`src/rtl/montgomery_mult_iter_pkg.sv`:
```
// montgomery_mult_iter_pkg: shared default width and FSM state encoding
package montgomery_mult_iter_pkg;
  localparam int BITS = 32;
  typedef enum logic [1:0] {IDLE, ITER, FINAL, DONE} state_e;
endpackage

```
`src/rtl/montgomery_mult_iter_if.sv`:
```
// montgomery_mult_iter_if: operand/result valid-ready bus
// master drives in_valid, A, B, N, n0_inv, out_ready; slave drives in_ready, out_valid, P
interface montgomery_mult_iter_if #(parameter int WIDTH = 32, parameter int DIGIT = 1);
  logic in_valid;
  logic in_ready;
  logic [WIDTH-1:0] A;
  logic [WIDTH-1:0] B;
  logic [WIDTH-1:0] N;
  logic [DIGIT-1:0] n0_inv;
  logic out_valid;
  logic out_ready;
  logic [WIDTH-1:0] P;
  modport master(output in_valid, A, B, N, n0_inv, out_ready, input in_ready, out_valid, P);
  modport slave(input in_valid, A, B, N, n0_inv, out_ready, output in_ready, out_valid, P);
endinterface

```
`src/rtl/montgomery_mult_iter_digit_step.sv`:
```
// montgomery_mult_iter_digit_step: one Montgomery reduction step consuming DIGIT bits of A
// t: accumulator (< 2N), a_i: digit of A, b/n: operands, n0_inv: -N^-1 mod 2^DIGIT, t_nx: next accumulator
module montgomery_mult_iter_digit_step #(parameter int WIDTH = 32, parameter int DIGIT = 1) (
  input  logic [WIDTH:0]   t,
  input  logic [DIGIT-1:0] a_i,
  input  logic [WIDTH-1:0] b,
  input  logic [WIDTH-1:0] n,
  input  logic [DIGIT-1:0] n0_inv,
  output logic [WIDTH:0]   t_nx
);
  localparam int UW = WIDTH + DIGIT + 2;
  logic [UW-1:0] u;
  logic [UW-1:0] v;
  logic [DIGIT-1:0] q;
  always_comb begin
    u = UW'(t) + UW'(a_i) * UW'(b);
    q = u[DIGIT-1:0] * n0_inv;
    v = u + UW'(q) * UW'(n);
    // low DIGIT bits of v are zero, so the shift is an exact division
    t_nx = (WIDTH+1)'(v >> DIGIT);
  end
endmodule

```
`src/rtl/montgomery_mult_iter.sv`:
```
// montgomery_mult_iter: digit-serial Montgomery multiplier P = A*B*2^-WIDTH mod N
// clk, rst_n (async active-low); bus.slave carries in_valid/in_ready/A/B/N/n0_inv and out_valid/out_ready/P
module montgomery_mult_iter
  import montgomery_mult_iter_pkg::*;
#(parameter int WIDTH = BITS, parameter int DIGIT = 1) (
  input logic clk,
  input logic rst_n,
  montgomery_mult_iter_if.slave bus
);
  localparam int ITERS = WIDTH / DIGIT;
  localparam int CNT_W = $clog2(ITERS + 1);
  if (DIGIT < 1 || DIGIT > WIDTH || WIDTH % DIGIT != 0) begin : g_bad_param
    $error("montgomery_mult_iter: DIGIT must divide WIDTH");
  end
  state_e state, state_n;
  logic [CNT_W-1:0] cnt;
  logic [WIDTH-1:0] a_r, b_r, n_r, p_r;
  logic [DIGIT-1:0] n0_r, a_i;
  logic [WIDTH:0] t_r, t_nx;
  logic accept, last;
  assign a_i = a_r[cnt*DIGIT +: DIGIT];
  assign last = cnt == CNT_W'(ITERS - 1);
  assign accept = state == IDLE && bus.in_valid;
  assign bus.P = p_r;
  montgomery_mult_iter_digit_step #(.WIDTH(WIDTH), .DIGIT(DIGIT)) u_step (
    .t(t_r), .a_i(a_i), .b(b_r), .n(n_r), .n0_inv(n0_r), .t_nx(t_nx)
  );
  always_ff @(posedge clk or negedge rst_n)
    if (!rst_n) state <= IDLE;
    else state <= state_n;
  always_comb begin
    state_n = state;
    state_n = state == IDLE  ? (bus.in_valid ? ITER : IDLE) :
              state == ITER  ? (last ? FINAL : ITER) :
              state == FINAL ? DONE :
                               (bus.out_ready ? IDLE : DONE);
    bus.in_ready = state == IDLE;
    bus.out_valid = state == DONE;
  end
  always_ff @(posedge clk or negedge rst_n)
    if (!rst_n) begin
      cnt <= '0;
      t_r <= '0;
      a_r <= '0;
      b_r <= '0;
      n_r <= '0;
      n0_r <= '0;
      p_r <= '0;
    end else if (accept) begin
      cnt <= '0;
      t_r <= '0;
      a_r <= bus.A;
      b_r <= bus.B;
      n_r <= bus.N;
      n0_r <= bus.n0_inv;
    end else if (state == ITER) begin
      cnt <= cnt + CNT_W'(1);
      t_r <= t_nx;
    end else if (state == FINAL) begin
      // T < 2N, so a single conditional subtraction fully reduces it
      p_r <= t_r >= {1'b0, n_r} ? WIDTH'(t_r - {1'b0, n_r}) : t_r[WIDTH-1:0];
    end
endmodule

```
`src/flat_wrapper.sv`:
```
// flat-port wrapper written by rule: the top's interface ports become plain ports
module montgomery_mult_iter_flat import montgomery_mult_iter_pkg::*;
#(parameter int WIDTH = BITS, parameter int DIGIT = 1)
  (clk, rst_n, bus_in_valid, bus_A, bus_B, bus_N, bus_n0_inv, bus_out_ready, bus_in_ready, bus_out_valid, bus_P);
  montgomery_mult_iter_if #(.WIDTH(WIDTH), .DIGIT(DIGIT)) bus_i ();
  input logic clk;
  input logic rst_n;
  input wire logic [$bits(bus_i.in_valid)-1:0] bus_in_valid;
  input wire logic [$bits(bus_i.A)-1:0] bus_A;
  input wire logic [$bits(bus_i.B)-1:0] bus_B;
  input wire logic [$bits(bus_i.N)-1:0] bus_N;
  input wire logic [$bits(bus_i.n0_inv)-1:0] bus_n0_inv;
  input wire logic [$bits(bus_i.out_ready)-1:0] bus_out_ready;
  output wire logic [$bits(bus_i.in_ready)-1:0] bus_in_ready;
  output wire logic [$bits(bus_i.out_valid)-1:0] bus_out_valid;
  output wire logic [$bits(bus_i.P)-1:0] bus_P;
  assign bus_i.in_valid = bus_in_valid;
  assign bus_i.A = bus_A;
  assign bus_i.B = bus_B;
  assign bus_i.N = bus_N;
  assign bus_i.n0_inv = bus_n0_inv;
  assign bus_i.out_ready = bus_out_ready;
  assign bus_in_ready = bus_i.in_ready;
  assign bus_out_valid = bus_i.out_valid;
  assign bus_P = bus_i.P;
  montgomery_mult_iter #(.WIDTH(WIDTH), .DIGIT(DIGIT)) u_core (.clk(clk), .rst_n(rst_n), .bus(bus_i));
endmodule
```
`config.mk`:
```
export PLATFORM = sky130hd
export DESIGN_NAME = montgomery_mult_iter_flat
export DESIGN_NICKNAME = d
export VERILOG_FILES = /design/src/rtl/montgomery_mult_iter_pkg.sv /design/src/rtl/montgomery_mult_iter_if.sv /design/src/rtl/montgomery_mult_iter_digit_step.sv /design/src/rtl/montgomery_mult_iter.sv /design/src/flat_wrapper.sv
export SDC_FILE = /design/constraint.sdc
export NUM_CORES = 1
export LEC_CHECK = 0
export ABC_CLOCK_PERIOD_IN_PS = 5600
export CAP_MARGIN = 40
export CORE_MARGIN = 2
export CORE_UTILIZATION = 40
export DETAILED_ROUTE_END_ITERATION = 8
export PLACE_DENSITY_LB_ADDON = 0.3
export SETUP_SLACK_MARGIN = 0.02
export SLEW_MARGIN = 30
export SYNTH_ARGS = -nofsm -noshare
export SYNTH_HDL_FRONTEND = slang
export SYNTH_SLANG_ARGS = --single-unit
```
`constraint.sdc`:
```
create_clock -name clk -period 5.6 [get_ports clk]
set_clock_uncertainty 0.05 [all_clocks]
set_input_delay 1.12 -clock clk [delete_from_list [all_inputs] [get_ports clk]]
set_output_delay 1.12 -clock clk [all_outputs]
set_load 0.02 [all_outputs]
```
==> impl_results.md, run 1 <==
* Residual DRC at 0
* CTS Buf Count at 17
* Sequential fraction of the synthesis area at 0.344
* Max-slew violation count at 0
* Die X at 180 µm
* Arrival @ worst endpoint at 6.20 ns
* CP max stage delay at 0.50 ns
* Drt total wl at 36,300 µm
* Initial core utilization at 0.405
* Detailed placement HPWL at 27,800 µm
* CP endpoint kind: flop
* Startpoint Class: flop
* First-pass GRT wire length at 59,400 µm
* Post-synth ARST share at 1.00
* Port bufs at 134
* Die area at 32,300 µm²
* Post-synthesis area per instance at slightly above 8 µm²
* 1st-iter DRT viols at roughly 1,100
* Grt ovf at 0
* Largest fanout on the critical path at 9
* Clock sink total at 170
* Die Height at about 180 µm
* EDFF count, synth at 0
* Worst slew pin tran at 0.790 ns
* Mapped Nets at approximately 1,700
* Global placer's final weighted congestion at around 0.94
* Initial antenna violation count at 0
* Max cap viols at 0
* Violated checks: setup timing
* Ports at 135
* Vias in the first global route at 11,400
* CTS Hold Buffers Added at 0
* Floorplan core area at 30,500 µm²
* NumNets Final at approximately 2,000
* Critical Path RT at 5.87 ns
* Area grow syn2layout at 31.3%
* CP delay by family, top: compound AO/OA/AOI/OAI gates
* Routed length per instance at 16.7 µm
* RSZ-0062 raised after global routing: true
* Cell variety after synth at 78
* Gate Count Post-Synth at 1,527
* Status: finished with violations
* WS Path Type: flop to flop
* Router iterations before antenna repair at 6
* Pin count of the biggest net entering global routing at 78
* Layout cells sized above 1 at 0.169
* Reg clk slew, reported paths at 0.07 ns
* Ys Warns at 0
* Buf/Inv on CP at 2
* Final setup violation count at 9
* Final Hold Slack at 0.416 ns
* Clock Root Buffer: clkbuf_16
* # rows at 64
* Hold Crit Class: flop to flop
* Rel. slew slack at 0.473
* Gr usage total at 0.224
* Final worst path period share at 1.06
* Antenna Violating Nets Remaining at 0
* CTS max path bufs at 2
* CP most frequent cell: o21a_1
* CP max-delay cell: mux4_2
* FMAX at 169 MHz
* Fin. Hold Viols at 0
* Final worst path period need at 5.93 ns
* Mapped Area at roughly 12,000 µm²
* Ant diodes at 0
* Worst skew pair latency at 0.44 ns
* Dominant synthesized flop cell: dfrtp_1
* Post-DR vias/cell at around 5.4
* CTS H-tree depth at 4
* Yosys reg bits at 170
* CTS tree: done
* Number of vias in the routed layout at roughly 12,000
* Final worst slack at -0.334 ns
## synth_stat cells (5+ instances only)
cell type	instances	area share
o21bai_1	5	0.0030
mux2i_1	5	0.0040
dfrtp_1	170	0.34
a21o_1	36	0.022
o21ai_0	108	0.044
a211oi_1	12	0.0073
o21ai_1	16	0.0065
nor3_1	12	0.0049
o211ai_1	15	0.0091
a21oi_1	88	0.036
ha_1	96	0.097
and3_1	43	0.022
o21a_1	19	0.012
nor2_1	87	0.026
nand2b_1	12	0.0061
nand4_1	9	0.0046
nand3_1	39	0.016
xor2_1	25	0.018
nor3b_1	8	0.0049
xnor2_1	46	0.033
or3_1	6	0.0030
nand3b_1	5	0.0030
clkbuf_1	59	0.018
o31ai_1	7	0.0043
inv_1	58	0.018
a31oi_1	30	0.015
nor2b_1	10	0.0051
o31a_1	5	0.0035
mux4_2	10	0.018
buf_2	8	0.0032
nand2_1	359	0.11
and2_1	41	0.021
## final cells by class
cell class                 instances  area (µm²)
tap                              396         495
clock buffer                      19         433
inverter                          58         218
clock inverter                    13         131
multi-input combinational       1228        8100
fill                            2881       14300
timing repair buffer             293        2600
sequential                       170        4250
## state kept, by name, indices dropped and copies added, names as in the netlist
| name | cells |
|---|---|
| u_core.n0_r | 1 |
| u_core.b_r | 32 |
| u_core.a_r | 32 |
| u_core.bus.P | 32 |
| u_core.n_r | 32 |
| u_core.cnt | 6 |
| u_core.t_r | 33 |
| u_core.state | 2 |
## layout by cell type (no fill, tap or decap), types with 27 or more instances in the layout
cell type / instances
a21o_1: 36
a21oi_1: 71
a31oi_1: 28
and2_1: 35
and3_1: 42
buf_4: 145
clkdlybuf4s50_1: 133
dfrtp_1: 170
ha_1: 83
inv_1: 56
nand2_1: 355
nand3_1: 39
nor2_1: 82
o21ai_0: 90
o21ai_1: 27
xnor2_1: 45
## per-layer routing
layer	share of wire	track usage
met5	0	0
met4	0.013	0.0511
met1	0.49	0.323
met3	0.055	0.0340
met2	0.44	0.356
## metrics by stage
step	TNS, ns	area, µm²	setup WS, ns	utilization	cells
global placement	-1.96	15100	-0.371	0.494	2123
finish	-1.48	16200	-0.334	0.532	2177
global route	-5.18	16200	-0.622	0.532	2177
detailed placement	-2.79	15100	-0.462	0.496	2126
floorplan	-0.00278	12500	-0.00278	-	1527
CTS	-0.816	16000	-0.272	0.525	2168
## worst paths after layout
path	from	cells past startpoint	slack, ns	endpoint
max	u_core.cnt[0]	26	-0.33	u_core.t_r[29]
min	u_core.b_r[22]	2	0.42	u_core.b_r[22]
max reg2reg	u_core.cnt[0]	26	-0.33	u_core.t_r[29]
min reg2reg	u_core.b_r[22]	2	0.42	u_core.b_r[22]
max in group asynchronous	rst_n	3	3.83	u_core.bus.P[22]
min in group asynchronous	rst_n	1	0.53	u_core.b_r[10]
## repair_timing
action	CTS	global route
gates cloned	2	0
pin swaps	39	22
hold endpoints to repair	0	0
setup buffers	8	8
resized for setup	63	37
setup endpoints to repair	15	19
## worst min-delay path: stages (launching register included)
cell     delay, ns
dfrtp_1       0.33
nand2_1       0.05
nand2_1       0.05
## logic make-up after synthesis
family	after synthesis	share of synthesized area
AND/OR/NAND/NOR	651	0.238
flip-flops	170	0.344
buffers and inverters	129	0.0412
XOR/XNOR	71	0.0503
adder cells (fa/ha/maj)	99	0.102
multiplexers	17	0.0241
AO/OA/AOI/OAI	390	0.200
Power of run 1 is not shown: default switching activity piles up to over one toggle a cycle in this logic, so the estimate is an artifact.
==> inputs of run 2 (changes only) <==
- GPL_TIMING_DRIVEN: not set -> 0
- PLACE_DENSITY: not set -> 0.69
- PLACE_DENSITY_LB_ADDON: 0.3 -> not set
==> run 2 against run 1 <==
Against the previous run: the run still ends with setup timing left; utilization shrank 0.75 points; first-iteration DRC count decreased by 23%; wire length grew 9.0%; worst setup slack worse by 0.14 ns; critical path type unchanged; die area did not move; sequential share of layout area is 0.37 points higher; non-clock buffer count decreased by 34; cell count down 1.6%.
==> impl_results.md, run 2 (synthesis results as in run 1) <==
* Port bufs at 134 (unchanged)
* Reg clk slew, reported paths at 0.07 ns (about the same)
* CTS H-tree depth at 4 (unchanged)
* Multi-input logic area at 8280 µm² (+2.2%)
* Post-Route Utilization at 0.525 (-0.00746)
* Most common cell after layout, fill and taps aside: nand2_1
* Die Height at 180 µm (unchanged)
* # rows at 64 (unchanged)
* Fill count at 2,871 (-0.35%)
* Startpoint Class: flop
* Grt ovf at 0 (unchanged)
* Final setup violation count at 17 (+8)
* 1st-iter DRT viols at 846 (-23%)
* Critical Path RT at 5.86 ns (about the same)
* Die area at 32,300 µm² (unchanged)
* Status: finished with violations
* Gr usage total at 0.238 (+0.0133)
* Die X at 180 µm (unchanged)
* Violated checks: setup timing
* Vias in the first global route at 11,600 (+1.8%)
* WS Path Type: flop to flop
* Hold Crit Class: flop to flop
* Pre-CTS setup slack at -1.37 ns (-0.908 ns)
* Worst skew pair latency at 0.44 ns (about the same)
* Final worst slack at -0.471 ns (-0.137 ns)
* Clock Root Buffer: clkbuf_16
* Final worst path period need at 6.07 ns (+0.137 ns)
* Crit. Startpoint: u_core.cnt[0]
* Layout cells sized above 1 at 0.135 (-0.0344)
* Max-slew violation count at 0 (unchanged)
* Initial core utilization at 0.405 (unchanged)
* Ant diodes at 0 (unchanged)
* Max cap viols at 0 (unchanged)
* DP Cell Count at 2,059 (-3.2%)
* Residual DRC at 0 (unchanged)
* CTS Buf Count at 17 (unchanged)
* CTS max path bufs at 2 (unchanged)
* Hold_sp: u_core.b_r[2]
* First-pass GRT wire length at 61,600 µm (+3.7%)
* Area grow syn2layout at 29.5%
* Pin count of the biggest net entering global routing at 67 (-14%)
* Largest register FFs at 33 (unchanged)
* Register Area at 4250 µm² (unchanged)
* Most frequent cells in the layout: 355 x nand2_1, 170 x dfrtp_1, 133 x clkdlybuf4s50_1, 92 x o21ai_0, 80 x nor2_1
* Router iterations before antenna repair at 6 (unchanged)
* Detailed placement HPWL at 30,300 µm (+8.7%)
* Most flops, register: u_core.t_r
* Largest fanout on the critical path at 10 (+1)
* Routed length per instance at 18.5 µm (+11%)
* FMAX at 165 MHz (-2.3%)
* Rel. slew slack at 0.483 (+0.00915)
* NumNets Final at 1,934 (-1.7%)
* Clock sink total at 170 (unchanged)
* CTS Hold Buffers Added at 0 (unchanged)
* Worst slew pin tran at 0.776 ns (-0.0137 ns)
* Fin. Hold Viols at 0 (unchanged)
* CP endpoint kind: flop
* Initial antenna violation count at 0 (unchanged)
* RSZ-0062 raised after global routing: true
* Floorplan core area at 30,500 µm² (unchanged)
* Worst r2r src: u_core.cnt[0]
* Drt total wl at 39,600 µm (+9.0%)
* CTS tree: done
* Ports at 135 (unchanged)
* Layout Cells excl Fill at 2,142 (-1.6%)
* Antenna Violating Nets Remaining at 0 (unchanged)
* Post-DR vias/cell at 5.55 (+3.4%)
* Arrival @ worst endpoint at 6.33 ns (+0.13 ns)
* Global placer's final weighted congestion at 0.970 (+3.0%)
* Number of vias in the routed layout at 11,900 (+1.8%)
* Final worst path period share at 1.08 (+0.0244)
==> run 2: changes by cell type in the layout (fill, tap and decap cells not counted), moves of 5 or more <==
| cell | before | now |
|---|---|---|
| buf_4 | 145 | 53 |
| clkbuf_1 | 2 | 53 |
| ha_1 | 83 | 73 |
| ha_2 | 0 | 5 |
| ha_4 | 13 | 18 |
==> run 2: area by class of cell <==
type	count	share of cell area
flip-flops and latches	170	0.266
well taps	396	0.0310
plain buffers	68	0.0201
repair buffers	191	0.114
clock inverters	12	0.0102
clock buffers	19	0.0277
multi-input cells	1228	0.517
inverters	58	0.0136
==> run 2: through the flow <==
step                      setup TNS (ns)  hold slack, ns  cell area, µm²
after floorplan                 -0.00278           0.387           12500
after global placement           -658.44           0.403           14300
after detailed placement          -17.47           0.405           14400
after CTS                          -2.71           0.422           15600
after global routing               -9.13           0.439           16000
final                              -4.27           0.416           16000
==> run 2: path summary, 6_finish.rpt <==
kind / endpoint / slack (ns) / cells after the start
setup / recovery: u_core.t_r[30] / -0.47 / 26
hold / removal: u_core.b_r[2] / 0.42 / 2
setup reg to reg: u_core.t_r[30] / -0.47 / 26
hold reg to reg: u_core.b_r[2] / 0.42 / 2
max in group asynchronous: u_core.t_r[20] / 3.98 / 3
min in group asynchronous: u_core.a_r[25] / 0.52 / 1
==> run 2: what timing repair did <==
item	CTS	global route
setup buffers	28	26
cloned	1	0
pin swaps	49	53
setup endpoints to repair	23	22
resized for setup	87	55
==> run 2: worst max-delay path, stage by stage (launching register included) <==
cell	delay, ns
dfrtp_1	0.41
buf_6	0.17
mux4_2	0.53
mux4_2	0.49
mux2i_4	0.18
nor2_4	0.09
buf_8	0.14
and2_1	0.17
ha_4	0.29
nand2_1	0.08
o21ai_2	0.21
o2111ai_2	0.20
a21oi_2	0.25
o211ai_1	0.12
buf_4	0.19
nand2_4	0.09
nand2_1	0.07
a311oi_2	0.30
xor2_1	0.35
ha_4	0.29
nand2_1	0.08
o21ai_1	0.07
o21a_1	0.21
o31ai_2	0.24
a21boi_2	0.10
or3_1	0.31
a32o_1	0.27
==> run 2: routing by layer <==
| layer | GRT usage | wire, µm |
|---|---|---|
| met4 | 0.0680 | 971 |
| met5 | 0 | 0 |
| met3 | 0.0338 | 2260 |
| met2 | 0.393 | 18400 |
| met1 | 0.325 | 17900 |
Power of run 2 is left out for the same reason.
==> edit (config.mk and constraints of run 2) <==
`BITS`: 32 -> 64.
--- a/src/rtl/montgomery_mult_iter_pkg.sv
+++ b/src/rtl/montgomery_mult_iter_pkg.sv
@@ -2,3 +2,3 @@
 package montgomery_mult_iter_pkg;
-  localparam int BITS = 32;
+  localparam int BITS = 64;
   typedef enum logic [1:0] {IDLE, ITER, FINAL, DONE} state_e;
Interface: changed (resized bus_A, bus_B, bus_N and bus_P); port bits go from 135 to 263. The function was not compared with the original's and may differ.
==> edit against run 2 <==
- the run still ends with negative setup slack left
- sequential cell count is 161 higher
- worst setup slack lost 1900 ps
- non-clock buffer count grew 271
- synthesized area increased by 99%
- cell area increased by 100%
- synthesized cell count grew 100%
- count of clock-buffer cells in the layout grew 33
- sequential share of layout area decreased by 1.2 points
- wire length is 130% higher
- critical path type unchanged
Power is left out: it rests on default switching activity, and per cell area and clock period it moved more than threefold.
==> edit: results (changes against run 2) <==
[worst_setup_path]
crit_fanout = 5  ; -5
max_stage_delay_ps = 510  ; -20 ps

[final_layout]
multi_input_area_share_pct = 52.0  ; +0.25 points
layout-drive-gt1-share_pct = 13.4  ; -0.079 points
fillers = 5592  ; +95%
clkbuf_count = 52  ; +33
multi_input_comb_cells = 2472  ; +100%
buf_share_pct = 13.7  ; +0.29 points
nonClockInverterCount = 112  ; +93%
antenna_cells = 2  ; +2
nets = 3880  ; +100%

[status]
outcome = complete, but fails checks
violations = negative setup slack

[synth]
synth_cell_types = 71  ; -9.0%
muxShareOfSynthArea_pct = 2.42  ; +0.0068 points
synthTopCellsByCount = nand2_1 (694), dfrtp_1 (331), o21ai_0 (282), a21oi_1 (244), ha_1 (192)
postSynthAreaPerCell_sq_um = 8.01  ; -1.1%

[clock_tree]
clk_path_buf_depth = 3  ; +1
cts_max_level = 2  ; -2
cts_setup_buffers = 70  ; +150%
cts_buffers = 41  ; +24
post_cts_resized = 198  ; +130%

[route]
wl_met3_um = 8200  ; +260%
wl_met2_um = 39600  ; +110%

[sta]
setup_viol = 55  ; +38
setup_slack_ps = -2330  ; -1860 ps

[placed_design]
dp_hpwl_um = 66600  ; +120%
gp_congestion = 0.957  ; -1.3%
placed_area_sq_um = 28600  ; +99%

[global_routing]
grt_start_max_net_pins = 85  ; +27%

edit: through the flow:
stage	TNS (ps)	worst slack, ps
after CTS	-78100	-2300
after global placement	-3972980	-11690
after detailed placement	-115490	-3170
after floorplan	-40140	-1600
final	-82260	-2330
after global routing	-94170	-2550
edit: worst min-delay path by stage:
stage,from,to,slack (ps),cells after the start
after global routing,rst_n,u_core.bus.P[10]$_DFFE_PN0P_,410,1
after global placement,u_core.b_r[51]$_DFFE_PN0P_,u_core.b_r[51]$_DFFE_PN0P_,400,2
after floorplan,u_core.b_r[10]$_DFFE_PN0P_,u_core.b_r[10]$_DFFE_PN0P_,390,2
after detailed placement,u_core.b_r[19]$_DFFE_PN0P_,u_core.b_r[19]$_DFFE_PN0P_,400,2
after CTS,rst_n,u_core.bus.P[8]$_DFFE_PN0P_,390,1
final,rst_n,u_core.bus.P[10]$_DFFE_PN0P_,390,1
